## src/rtl/rx_display_scheduler_pkg.sv

```systemverilog
// Shared definitions for the IrDA receive-path display scheduler:
// FSM encoding, blank display value and default dwell for a 50 MHz clock.
package rx_display_scheduler_pkg;

    typedef enum logic [1:0] {
        ST_EMPTY  = 2'd0,
        ST_SHOW   = 2'd1,
        ST_FROZEN = 2'd2
    } disp_state_e;

    localparam logic [7:0] SEG_BLANK   = 8'h00;
    localparam int         DWELL_50MHZ = 50_000_000;

endpackage

```

## src/rtl/rx_history_buf.sv

```systemverilog
// Circular history of received bytes with an age-indexed read port
// (age 0 = most recently written entry).
module rx_history_buf
    import rx_display_scheduler_pkg::*;
#(
    parameter int DEPTH = 4,
    parameter int IDX_W = $clog2(DEPTH)
) (
    input  logic             i_clk_sys,
    input  logic             i_rst_n,
    input  logic             i_clear,
    input  logic             i_wr_en,
    input  logic [7:0]       i_wr_data,
    input  logic [IDX_W-1:0] i_rd_age,
    output logic [7:0]       o_rd_data,
    output logic [IDX_W:0]   o_count,
    output logic             o_overflow
);

    localparam logic [IDX_W:0] FULL_COUNT = (IDX_W+1)'(DEPTH);

    logic [7:0]       r_mem [DEPTH];
    logic [IDX_W-1:0] r_wr_ptr;
    logic [IDX_W:0]   r_count;
    logic             r_overflow;
    logic [IDX_W-1:0] w_rd_slot;
    logic             w_full;

    assign w_full = (r_count == FULL_COUNT);

    // Contents need no reset: only slots below r_count are ever read.
    always_ff @(posedge i_clk_sys) begin
        if (i_wr_en && !i_clear) begin
            r_mem[r_wr_ptr] <= i_wr_data;
        end
    end

    always_ff @(posedge i_clk_sys or negedge i_rst_n) begin
        if (!i_rst_n) begin
            r_wr_ptr   <= '0;
            r_count    <= '0;
            r_overflow <= 1'b0;
        end else if (i_clear) begin
            r_wr_ptr   <= '0;
            r_count    <= '0;
            r_overflow <= 1'b0;
        end else if (i_wr_en) begin
            r_wr_ptr <= r_wr_ptr + IDX_W'(1);
            if (w_full) begin
                r_overflow <= 1'b1;
            end else begin
                r_count <= r_count + (IDX_W+1)'(1);
            end
        end
    end

    // DEPTH is a power of two, so the subtraction wraps modulo DEPTH.
    assign w_rd_slot  = r_wr_ptr - IDX_W'(1) - i_rd_age;
    assign o_rd_data  = r_mem[w_rd_slot];
    assign o_count    = r_count;
    assign o_overflow = r_overflow;

endmodule

```

## src/rtl/rx_display_scheduler.sv

```systemverilog
// Display scheduler: captures each rx_ready rising edge into the history
// buffer and rotates the hex display over stored bytes, newest first.
//
//   state     | meaning
//   ----------+-----------------------------------------------------
//   ST_EMPTY  | nothing stored; display blanked, dwell counter at 0
//   ST_SHOW   | rotating; dwell counter runs, index steps to older
//   ST_FROZEN | hold active; counter and index frozen, display on
module rx_display_scheduler
    import rx_display_scheduler_pkg::*;
#(
    parameter int DEPTH        = 4,
    parameter int DWELL_CYCLES = DWELL_50MHZ,
    parameter int CNT_W        = 26
) (
    input  logic                     CLK_50M,
    input  logic                     reset_n,
    input  logic [7:0]               rx_data,
    input  logic                     rx_ready,
    input  logic                     hold,
    input  logic                     clear,
    output logic [7:0]               disp_value,
    output logic                     disp_enable,
    output logic [$clog2(DEPTH)-1:0] disp_index,
    output logic [$clog2(DEPTH):0]   count,
    output logic                     overflow
);

    localparam int               IDX_W      = $clog2(DEPTH);
    localparam logic [CNT_W-1:0] DWELL_LAST = CNT_W'(DWELL_CYCLES - 1);

    disp_state_e      r_state;
    logic             r_rx_ready_q;
    logic [CNT_W-1:0] r_dwell_cnt;
    logic [IDX_W-1:0] r_disp_index;
    logic             r_disp_enable;
    logic [7:0]       r_disp_value;

    logic             w_capture;
    logic             w_wr_en;
    logic [7:0]       w_rd_data;
    logic [IDX_W:0]   w_count;
    logic             w_overflow;
    logic [IDX_W:0]   w_idx_inc;
    logic [IDX_W-1:0] w_idx_next;

    // The edge detector keeps tracking rx_ready during clear so that a level
    // still high when clear drops does not look like a fresh byte.
    always_ff @(posedge CLK_50M or negedge reset_n) begin
        if (!reset_n) begin
            r_rx_ready_q <= 1'b0;
        end else begin
            r_rx_ready_q <= rx_ready;
        end
    end

    assign w_capture = rx_ready & ~r_rx_ready_q;
    assign w_wr_en   = w_capture & ~clear;

    rx_history_buf #(
        .DEPTH (DEPTH),
        .IDX_W (IDX_W)
    ) u_hist (
        .i_clk_sys  (CLK_50M),
        .i_rst_n    (reset_n),
        .i_clear    (clear),
        .i_wr_en    (w_wr_en),
        .i_wr_data  (rx_data),
        .i_rd_age   (r_disp_index),
        .o_rd_data  (w_rd_data),
        .o_count    (w_count),
        .o_overflow (w_overflow)
    );

    // Rotation wraps at the number of valid entries, not at DEPTH.
    assign w_idx_inc  = {1'b0, r_disp_index} + (IDX_W+1)'(1);
    assign w_idx_next = (w_idx_inc >= w_count) ? '0 : w_idx_inc[IDX_W-1:0];

    always_ff @(posedge CLK_50M or negedge reset_n) begin
        if (!reset_n) begin
            r_state       <= ST_EMPTY;
            r_dwell_cnt   <= '0;
            r_disp_index  <= '0;
            r_disp_enable <= 1'b0;
        end else if (clear) begin
            r_state       <= ST_EMPTY;
            r_dwell_cnt   <= '0;
            r_disp_index  <= '0;
            r_disp_enable <= 1'b0;
        end else begin
            case (r_state)
                ST_EMPTY: begin
                    r_dwell_cnt   <= '0;
                    r_disp_enable <= 1'b0;
                    if (w_wr_en) begin
                        r_disp_index  <= '0;
                        r_disp_enable <= 1'b1;
                        r_state       <= ST_SHOW;
                    end
                end
                ST_SHOW: begin
                    r_disp_enable <= 1'b1;
                    if (w_wr_en) begin
                        r_disp_index <= '0;
                        r_dwell_cnt  <= '0;
                        r_state      <= hold ? ST_FROZEN : ST_SHOW;
                    end else if (hold) begin
                        r_state <= ST_FROZEN;
                    end else if (r_dwell_cnt == DWELL_LAST) begin
                        r_dwell_cnt  <= '0;
                        r_disp_index <= w_idx_next;
                    end else begin
                        r_dwell_cnt <= r_dwell_cnt + CNT_W'(1);
                    end
                end
                ST_FROZEN: begin
                    r_disp_enable <= 1'b1;
                    if (!hold) begin
                        r_state <= ST_SHOW;
                    end
                end
                default: begin
                    r_state       <= ST_EMPTY;
                    r_dwell_cnt   <= '0;
                    r_disp_index  <= '0;
                    r_disp_enable <= 1'b0;
                end
            endcase
        end
    end

    // One cycle behind any pointer/index change; blank while nothing is stored.
    always_ff @(posedge CLK_50M or negedge reset_n) begin
        if (!reset_n) begin
            r_disp_value <= SEG_BLANK;
        end else if (clear || (w_count == '0)) begin
            r_disp_value <= SEG_BLANK;
        end else begin
            r_disp_value <= w_rd_data;
        end
    end

    assign disp_value  = r_disp_value;
    assign disp_enable = r_disp_enable;
    assign disp_index  = r_disp_index;
    assign count       = w_count;
    assign overflow    = w_overflow;

endmodule

```

## config.mk

```make
export PLATFORM = sky130hd
export DESIGN_NAME = rx_display_scheduler
export DESIGN_NICKNAME = d
export VERILOG_FILES = /design/src/rtl/rx_display_scheduler_pkg.sv /design/src/rtl/rx_history_buf.sv /design/src/rtl/rx_display_scheduler.sv
export SDC_FILE = /design/constraint.sdc
export NUM_CORES = 1
export LEC_CHECK = 0
export BUFFER_PORTS_ARGS = -buffer_cell sky130_fd_sc_hd__buf_4
export CAP_MARGIN = 20
export CORE_UTILIZATION = 50
export CTS_CLUSTER_SIZE = 30
export DETAILED_ROUTE_END_ITERATION = 7
export PLACE_DENSITY = 0.75
export SLEW_MARGIN = 0
export SYNTH_ARGS = -nofsm -noshare
export SYNTH_HDL_FRONTEND = slang
export SYNTH_SLANG_ARGS = --single-unit
```

## constraint.sdc

```tcl
create_clock -name CLK_50M -period 4.9 [get_ports CLK_50M]
set_input_delay 0.98 -clock CLK_50M [delete_from_list [all_inputs] [get_ports CLK_50M]]
set_output_delay 0.98 -clock CLK_50M [all_outputs]
set_load 0.005 [all_outputs]
```

==> summary.log, run 1 <==
INFO  status         status=finished clean
INFO  power          clockPowerShare=0.329
INFO  critical_path  critPathMaxStageDelay=0.70ns
INFO  timing         worst_slew_pin_slew=0.895ns
INFO  drt            antenna_violating_nets_post_route=0
INFO  clocking       tritoncts_num_sinks=78
INFO  drt            dr_wl_met3=316um
INFO  clocking       cts_root_buffer=clkbuf_8
INFO  global_routing globalRouteOverflowTotal=0
INFO  drt            detail_route.iter0.violations=143
INFO  floorplanning  rows=30
INFO  logic_synthesis yosysWarningCount=0
INFO  global_routing grt_start_max_net_pins=47
INFO  logic_synthesis postSynthCellCount=310
INFO  clocking       cts_made_buffers=9
INFO  critical_path  worst_path_max_delay_cell=or4_1
INFO  timing         slew_headroom=0.399
INFO  global_routing globalRouteTotalUtil=0.214
INFO  critical_path  crit_path_start_kind=input pin
INFO  clocking       h-tree-depth=3
INFO  clocking       clkSlewWorstSetupHoldPaths=0.09ns
INFO  logic_synthesis synth-seq-area-share=0.572
INFO  finish         areaGrowthSynthToFinish=12.9%
INFO  power          seq_power_share=0.513
INFO  drt            num_vias=2578
INFO  logic_synthesis flip_flop_and_latch_count_after_synthesis=78
INFO  drt            met1Wirelength=3260um
INFO  power          finalPower=1.40mW
INFO  power          internal_power=979uW
INFO  floorplanning  start_util=0.532
INFO  power          power_switching=420uW
INFO  drt            detail_route.wirelength=7420um
INFO  floorplanning  boundaryPins=28
INFO  drt            post-route-drc-count=0
INFO  drt            first_pass_iters=4
INFO  clocking       cts_resized=0
INFO  floorplanning  chipHeight=87.9um
INFO  power          maximum_vdd_ir_drop=241uV
INFO  logic_synthesis synth_most_common_cell=dfrtp_1
INFO  global_routing wire_length_of_the_first_global_routing_pass=12400um
INFO  global_routing initial_antenna_violation_count=0
INFO  floorplanning  core_area=6940um^2
INFO  logic_synthesis ys_top_cells_by_count=46 x dfrtp_1, 32 x edfxtp_1, 25 x nor2_1
INFO  placement      numPortBuffers=27
INFO  clocking       cts_hold_buffers=0
INFO  critical_path  cpMostUsedCell=or4_1
INFO  timing         final-setup-viol-count=0
INFO  clocking       post_cts_buffers=0
INFO  finish         antenna_cells_inserted=0
INFO  power          power_density=336nW/um^2
INFO  timing         final_hold_viol_count=0
INFO  critical_path  crit_path_end_kind=register
INFO  floorplanning  die_area=7730um^2
INFO  logic_synthesis post-synth-top-area-fraction=0.312
INFO  logic_synthesis synth_top_flop_cell=dfrtp_1
INFO  critical_path  worst_ep_required_time=5.18ns
INFO  timing         timing.hold.ws=0.536ns
INFO  timing         layout_min_cycle_time=3.06ns
INFO  placement      placedCellCount=424
INFO  logic_synthesis synth_cell_types=43
INFO  timing         fin_crit_sh=0.624
INFO  clocking       clock_insertion_delay_worst_skew=0.36ns
INFO  logic_synthesis syn-cell-area=3690um^2
INFO  timing         timing.clock.skew=0.00862ns
INFO  run            cap_viol_max_count=0
INFO  timing         setup-tns-final=0ns
INFO  timing         rsz_0062_raised_after_global_routing=no
INFO  finish         fin_nets=368
INFO  timing         max_freq=327MHz
INFO  timing         drv_slew=0
INFO  logic_synthesis synth_top_cell_by_area=dfrtp_1
INFO  finish         fraction_of_layout_instances_using_a_drive_strength_above_1=0.177
INFO  logic_synthesis synth_area_leaders=dfrtp_1 31%, edfxtp_1 26%, ha_1 5.4%
INFO  critical_path  critical_path.cell_chain=buf_4 > nor2b_1 > nor3_1 > or4_1 > or4_1 > a21oi_1
INFO  power          p_leak=1.64nW
INFO  drt            met2_wirelength=3750um
INFO  finish         final-instance-count-excl-fill=440
INFO  drt            route.top_layer_used=met4
INFO  drt            drt-wirelength-per-cell=16.9um
INFO  placement      dp.final_hpwl=5090um
INFO  logic_synthesis synthArstFlopShare=0.590
INFO  clocking       cts_buffer_depth=2
INFO  placement      finalWeightedCongestion=0.777
INFO  logic_synthesis postSynthAreaPerCell=11.9um^2
INFO  floorplanning  floorplan.die.width=87.9um
INFO  critical_path  crit_fanout=11
INFO  hold_path      worstHoldPathType=register to register
INFO  critical_path  path_class=input pin to register
INFO  logic_synthesis synth_nets=339
INFO  power          power.combinational.fraction=0.158
INFO  critical_path  critPathArrivalTime=3.34ns
INFO  logic_synthesis number_of_flops_mapped_to_enable_cells_by_yosys=32
INFO  power          swShare=0.300
INFO  global_routing grt_pass1_vias=2595
INFO  clocking       cts_tree=built
INFO  drt            avgViaCountPerCell=5.86
[placed cells by master, fill, tap and decap left out, types with 5 or more instances in the layout]
master and instances:
a21oi_1 16, and3_1 8, buf_4 28, clkbuf_8 9, dfrtp_1 46, edfxtp_1 32, ha_1 16, inv_1 10
mux4_2 8, nand2_1 23, nand3_1 10, nor2_1 25, nor2b_1 10, nor3_1 7, nor4_1 5, o2111ai_1 5
o21ai_0 19, o31ai_1 5, xnor2_1 9, xor2_1 5
[metrics by stage]
| step | cell area [um^2] | util | setup WS [ns] |
|---|---|---|---|
| floorplan | 3690 | - | 2.39 |
| global placement | 3980 | 0.573 | 1.61 |
| detailed placement | 3980 | 0.573 | 1.48 |
| CTS | 4170 | 0.600 | 1.86 |
| global route | 4170 | 0.600 | 1.67 |
| finish | 4170 | 0.600 | 1.84 |
[state kept, by name (all words and copies together), names as in the netlist]
register	count
disp_enable	1
disp_index	2
disp_value	8
r_dwell_cnt	26
r_rx_ready_q	1
r_state	2
u_hist.o_count	3
u_hist.o_overflow	1
u_hist.r_mem	32
u_hist.r_wr_ptr	2
[power by group through the flow]
| stage | sequential [mW] | combinational, mW | clock (mW) |
|---|---|---|---|
| CTS | 0.718 | 0.223 | 0.468 |
| global placement | 0.730 | 0.216 | 0 |
| finish | 0.717 | 0.221 | 0.460 |
| detailed placement | 0.731 | 0.222 | 0 |
| floorplan | 0.728 | 0.143 | 0 |
| global route | 0.720 | 0.249 | 0.491 |
[final timing paths]
kind / slack [ns] / from / to / cells past startpoint
worst min-delay path: 0.54 / r_dwell_cnt[1] / r_dwell_cnt[1] / 1
worst max-delay path: 1.84 / rx_ready / r_dwell_cnt[23] / 6
worst min register to register: 0.54 / r_dwell_cnt[1] / r_dwell_cnt[1] / 1
max in group asynchronous: 3.87 / reset_n / r_dwell_cnt[1] / 1
min in group asynchronous: 0.63 / reset_n / r_dwell_cnt[5] / 1
worst max register to register: 2.18 / r_rx_ready_q / r_dwell_cnt[23] / 5
[cell families (layout without fill, tap and decap cells)]
kind of cell,count (synthesis),count (layout),synth area share
adders and majority gates,16,16,0.0542
muxes,10,10,0.0546
and+or+nand+nor,109,109,0.156
buffers and inverters,21,55,0.0227
AOI/OAI and AO/OA,62,62,0.108
DFF,78,78,0.572
xor gates and xnor gates,14,14,0.0332
[metal layers]
layer,up-vias,global-route usage
met3,10,0.0528
met1,1300,0.273
li1,1208,-
met4,0,0.0730
met2,60,0.359
met5,-,0
[area by class of cell]
cell class,instances,area (um^2)
fillers,570,2780
flip-flops and latches,78,2110
multi-input cells,211,1500
repair buffers,28,210
clock buffers,9,124
well taps,96,120
clock inverters,7,65.1
inverters,11,41.3
[worst max-delay path: cells and delay by family]
family / cells / cell delay, ns
AND/OR/NAND/NOR: 4 / 2.11
AO/OA/AOI/OAI: 1 / 0.15
buffers and inverters: 1 / 0.09
Power figures use the tool's default switching activity.
==> run 2, diff against run 1 <==
--- a/config.mk
+++ b/config.mk
@@ -5,6 +5,7 @@
 export SDC_FILE = /design/constraint.sdc
 export NUM_CORES = 1
 export LEC_CHECK = 0
+export ABC_AREA = 1
 export BUFFER_PORTS_ARGS = -buffer_cell sky130_fd_sc_hd__buf_4
 export CAP_MARGIN = 20
 export CORE_UTILIZATION = 50
==> constraint.sdc (replaced) <==
create_clock -name CLK_50M -period 2.86 [get_ports CLK_50M]
set_input_delay 0.572 -clock CLK_50M [delete_from_list [all_inputs] [get_ports CLK_50M]]
set_output_delay 0.572 -clock CLK_50M [all_outputs]
set_load 0.005 [all_outputs]
==> summary.log, run 2 <==
INFO  logic_synthesis synth-seq-area-share=0.539
INFO  timing         worst_slew_pin_slew=0.754ns
INFO  global_routing wire_length_of_the_first_global_routing_pass=13800um
INFO  placement      numPortBuffers=27
INFO  clocking       post_cts_buffers=0
INFO  critical_path  worstReg2RegEnd=disp_value[0]
INFO  drt            detail_route.wirelength=7950um
INFO  critical_path  critical_path.n_buffers_inverters=2
INFO  finish         antenna_cells_inserted=0
INFO  timing         max_freq=533MHz
INFO  clocking       clkSlewWorstSetupHoldPaths=0.10ns
INFO  critical_path  crit_path_start_kind=register
INFO  critical_path  timing.critical_path.max_delay_family=adder cells
INFO  power          p_leak=1.94nW
INFO  logic_synthesis synth_top_cell_by_area=dfrtp_1
INFO  power          maximum_vdd_ir_drop=278uV
INFO  power          finalPower=2.42mW
INFO  global_routing initial_antenna_violation_count=0
INFO  drt            num_vias=2977
INFO  timing         timing.clock.skew=0.00768ns
INFO  timing         drv_slew=0
INFO  floorplanning  boundaryPins=28
INFO  clocking       cts_root_buffer=clkbuf_8
INFO  clocking       cts_hold_buffers=0
INFO  finish         final-instance-count-excl-fill=581
INFO  clocking       clock_insertion_delay_worst_skew=0.35ns
INFO  critical_path  critPathArrivalTime=2.12ns
INFO  logic_synthesis synth_cell_types=29
INFO  status         status=finished clean
INFO  critical_path  worst_path_max_delay_cell=ha_1
INFO  clocking       tritoncts_num_sinks=78
INFO  clocking       h-tree-depth=3
INFO  finish         fraction_of_layout_instances_using_a_drive_strength_above_1=0.129
INFO  floorplanning  start_util=0.528
INFO  logic_synthesis synth_area_leaders=dfrtp_1 29%, edfxtp_1 25%, nand2_1 11%
INFO  floorplanning  chipHeight=90.5um
INFO  logic_synthesis flip_flop_and_latch_count_after_synthesis=78
INFO  clocking       cts_made_buffers=9
INFO  drt            first_pass_iters=4
INFO  critical_path  critical_path.cell_chain=inv_1 > ha_1 > inv_1 > nand2_1 > nand2_1 > o21ai_0 > a21oi_1
INFO  drt            post-route-drc-count=0
INFO  floorplanning  die_area=8190um^2
INFO  critical_path  worst_ep_required_time=3.10ns
INFO  global_routing grt_pass1_vias=2888
INFO  floorplanning  rows=31
INFO  critical_path  path_class=register to register
INFO  logic_synthesis synthArstFlopShare=0.590
INFO  floorplanning  floorplan.die.width=90.5um
INFO  finish         areaGrowthSynthToFinish=12.9%
INFO  finish         layout_commonest_cell=nand2_1
INFO  run            cap_viol_max_count=0
INFO  finish         largest_register_ffs=32
INFO  placement      finalWeightedCongestion=0.879
INFO  global_routing grt_start_max_net_pins=47
INFO  critical_path  critPathMaxStageDelay=0.56ns
INFO  critical_path  r2r-start=disp_index[0]
INFO  drt            detail_route.iter0.violations=221
INFO  placement      placedCellCount=565
INFO  logic_synthesis postSynthAreaPerCell=8.88um^2
INFO  timing         slew_headroom=0.496
INFO  global_routing globalRouteOverflowTotal=0
INFO  drt            drt-wirelength-per-cell=13.7um
INFO  logic_synthesis number_of_flops_mapped_to_enable_cells_by_yosys=32
INFO  placement      dp.final_hpwl=5750um
INFO  logic_synthesis syn-cell-area=3920um^2
INFO  global_routing globalRouteTotalUtil=0.214
INFO  finish         fin_nets=506
INFO  critical_path  reg2reg_setup_slack=0.98ns
INFO  logic_synthesis synth_top_flop_cell=dfrtp_1
INFO  timing         layout_min_cycle_time=1.88ns
INFO  timing         final-setup-viol-count=0
INFO  critical_path  worstRegToRegCells=7
INFO  critical_path  path_depth=7
INFO  critical_path  crit_path_end_kind=register
INFO  logic_synthesis ys_top_cells_by_count=114 x nand2_1, 71 x nor2_1, 46 x dfrtp_1
INFO  power          power_density=548nW/um^2
INFO  clocking       cts_resized=0
INFO  critical_path  crit_fanout=12
INFO  finish         stdcell_area=4420um^2
INFO  clocking       cts_buffer_depth=2
INFO  timing         fin_crit_sh=0.656
INFO  placement      placed_cell_area=4230um^2
INFO  timing         final_hold_viol_count=0
INFO  finish         top_register=u_hist.r_mem
INFO  timing         setup-tns-final=0ns
INFO  logic_synthesis synth_nets=470
INFO  finish         final_cell_mix=114 x nand2_1, 71 x nor2_1, 46 x dfrtp_1
INFO  hold_path      worstHoldPathType=input pin to asynchronous set/reset pin
INFO  logic_synthesis synth_most_common_cell=nand2_1
INFO  logic_synthesis post-synth-top-area-fraction=0.294
INFO  drt            avgViaCountPerCell=5.12
INFO  logic_synthesis yosysWarningCount=0
INFO  timing         rsz_0062_raised_after_global_routing=no
INFO  clocking       cts_tree=built
INFO  drt            antenna_violating_nets_post_route=0
INFO  logic_synthesis postSynthCellCount=441
INFO  floorplanning  core_area=7410um^2
## run 2: layer usage
layer  GRT usage  wire length [um]  vias to the layer above
met3      0.0455               418                        6
met4      0.0766                88                        0
li1            -                 -                     1511
met1       0.313              3920                     1388
met2       0.315              3520                       72
met5           0                 0                        -
## run 2: cell families (layout without fill, tap and decap cells)
kind of cell	count (synthesis)	after routing	share of synthesized area
flip-flops	78	78	0.539
multiplexers	8	8	0.0205
AND/OR/NAND/NOR	237	237	0.260
AO/OA/AOI/OAI	44	44	0.0607
XOR/XNOR	5	5	0.0112
buffers and inverters	53	94	0.0566
adder cells (fa/ha/maj)	16	16	0.0511
## run 2: power by group
part | total (mW) | internal [mW] | leakage, nW | switching (mW)
clock | 0.824 | 0.347 | 0.102 | 0.477
combinational | 0.376 | 0.123 | 0.917 | 0.253
sequential | 1.22 | 1.20 | 0.923 | 0.0223
total | 2.42 | 1.67 | 1.94 | 0.752
## run 2: final cells by class
class	count	area [um^2]
fill	627	2990
sequential	78	2110
multi-input combinational	310	1580
timing repair buffer	30	225
inverter	48	183
clock buffer	9	124
tap	99	124
clock inverter	7	71.3
## run 2: how the worst max path moves through the flow
stage	startpoint	end	slack, ns
5_1_grt	disp_index[0]	disp_value[6]	0.78
3_3_place_gp	rx_ready	u_hist.r_mem[3][6]	0.92
2_1_floorplan	rx_ready	u_hist.r_mem[0][0]	1.13
3_5_place_dp	rx_ready	u_hist.r_mem[3][2]	0.86
6_report	disp_index[0]	disp_value[0]	0.98
4_1_cts	disp_index[0]	disp_value[0]	0.99
## run 2: worst register-to-register path, delay by kind of cell (launching register included)
kind                       cells  cell delay (ns)
AOI/OAI and AO/OA              2             0.28
adders and majority gates      1             0.56
buffers and inverters          2             0.32
DFF                            1             0.44
and+or+nand+nor                2             0.15
## run 2: through the flow
stage	utilization	hold slack, ns	worst slack [ns]
after CTS	0.597	0.236	0.994
after detailed placement	0.570	0.484	0.860
final	0.597	0.213	0.984
after floorplan	-	0.276	1.13
after global routing	0.597	0.259	0.777
after global placement	0.570	0.498	0.924
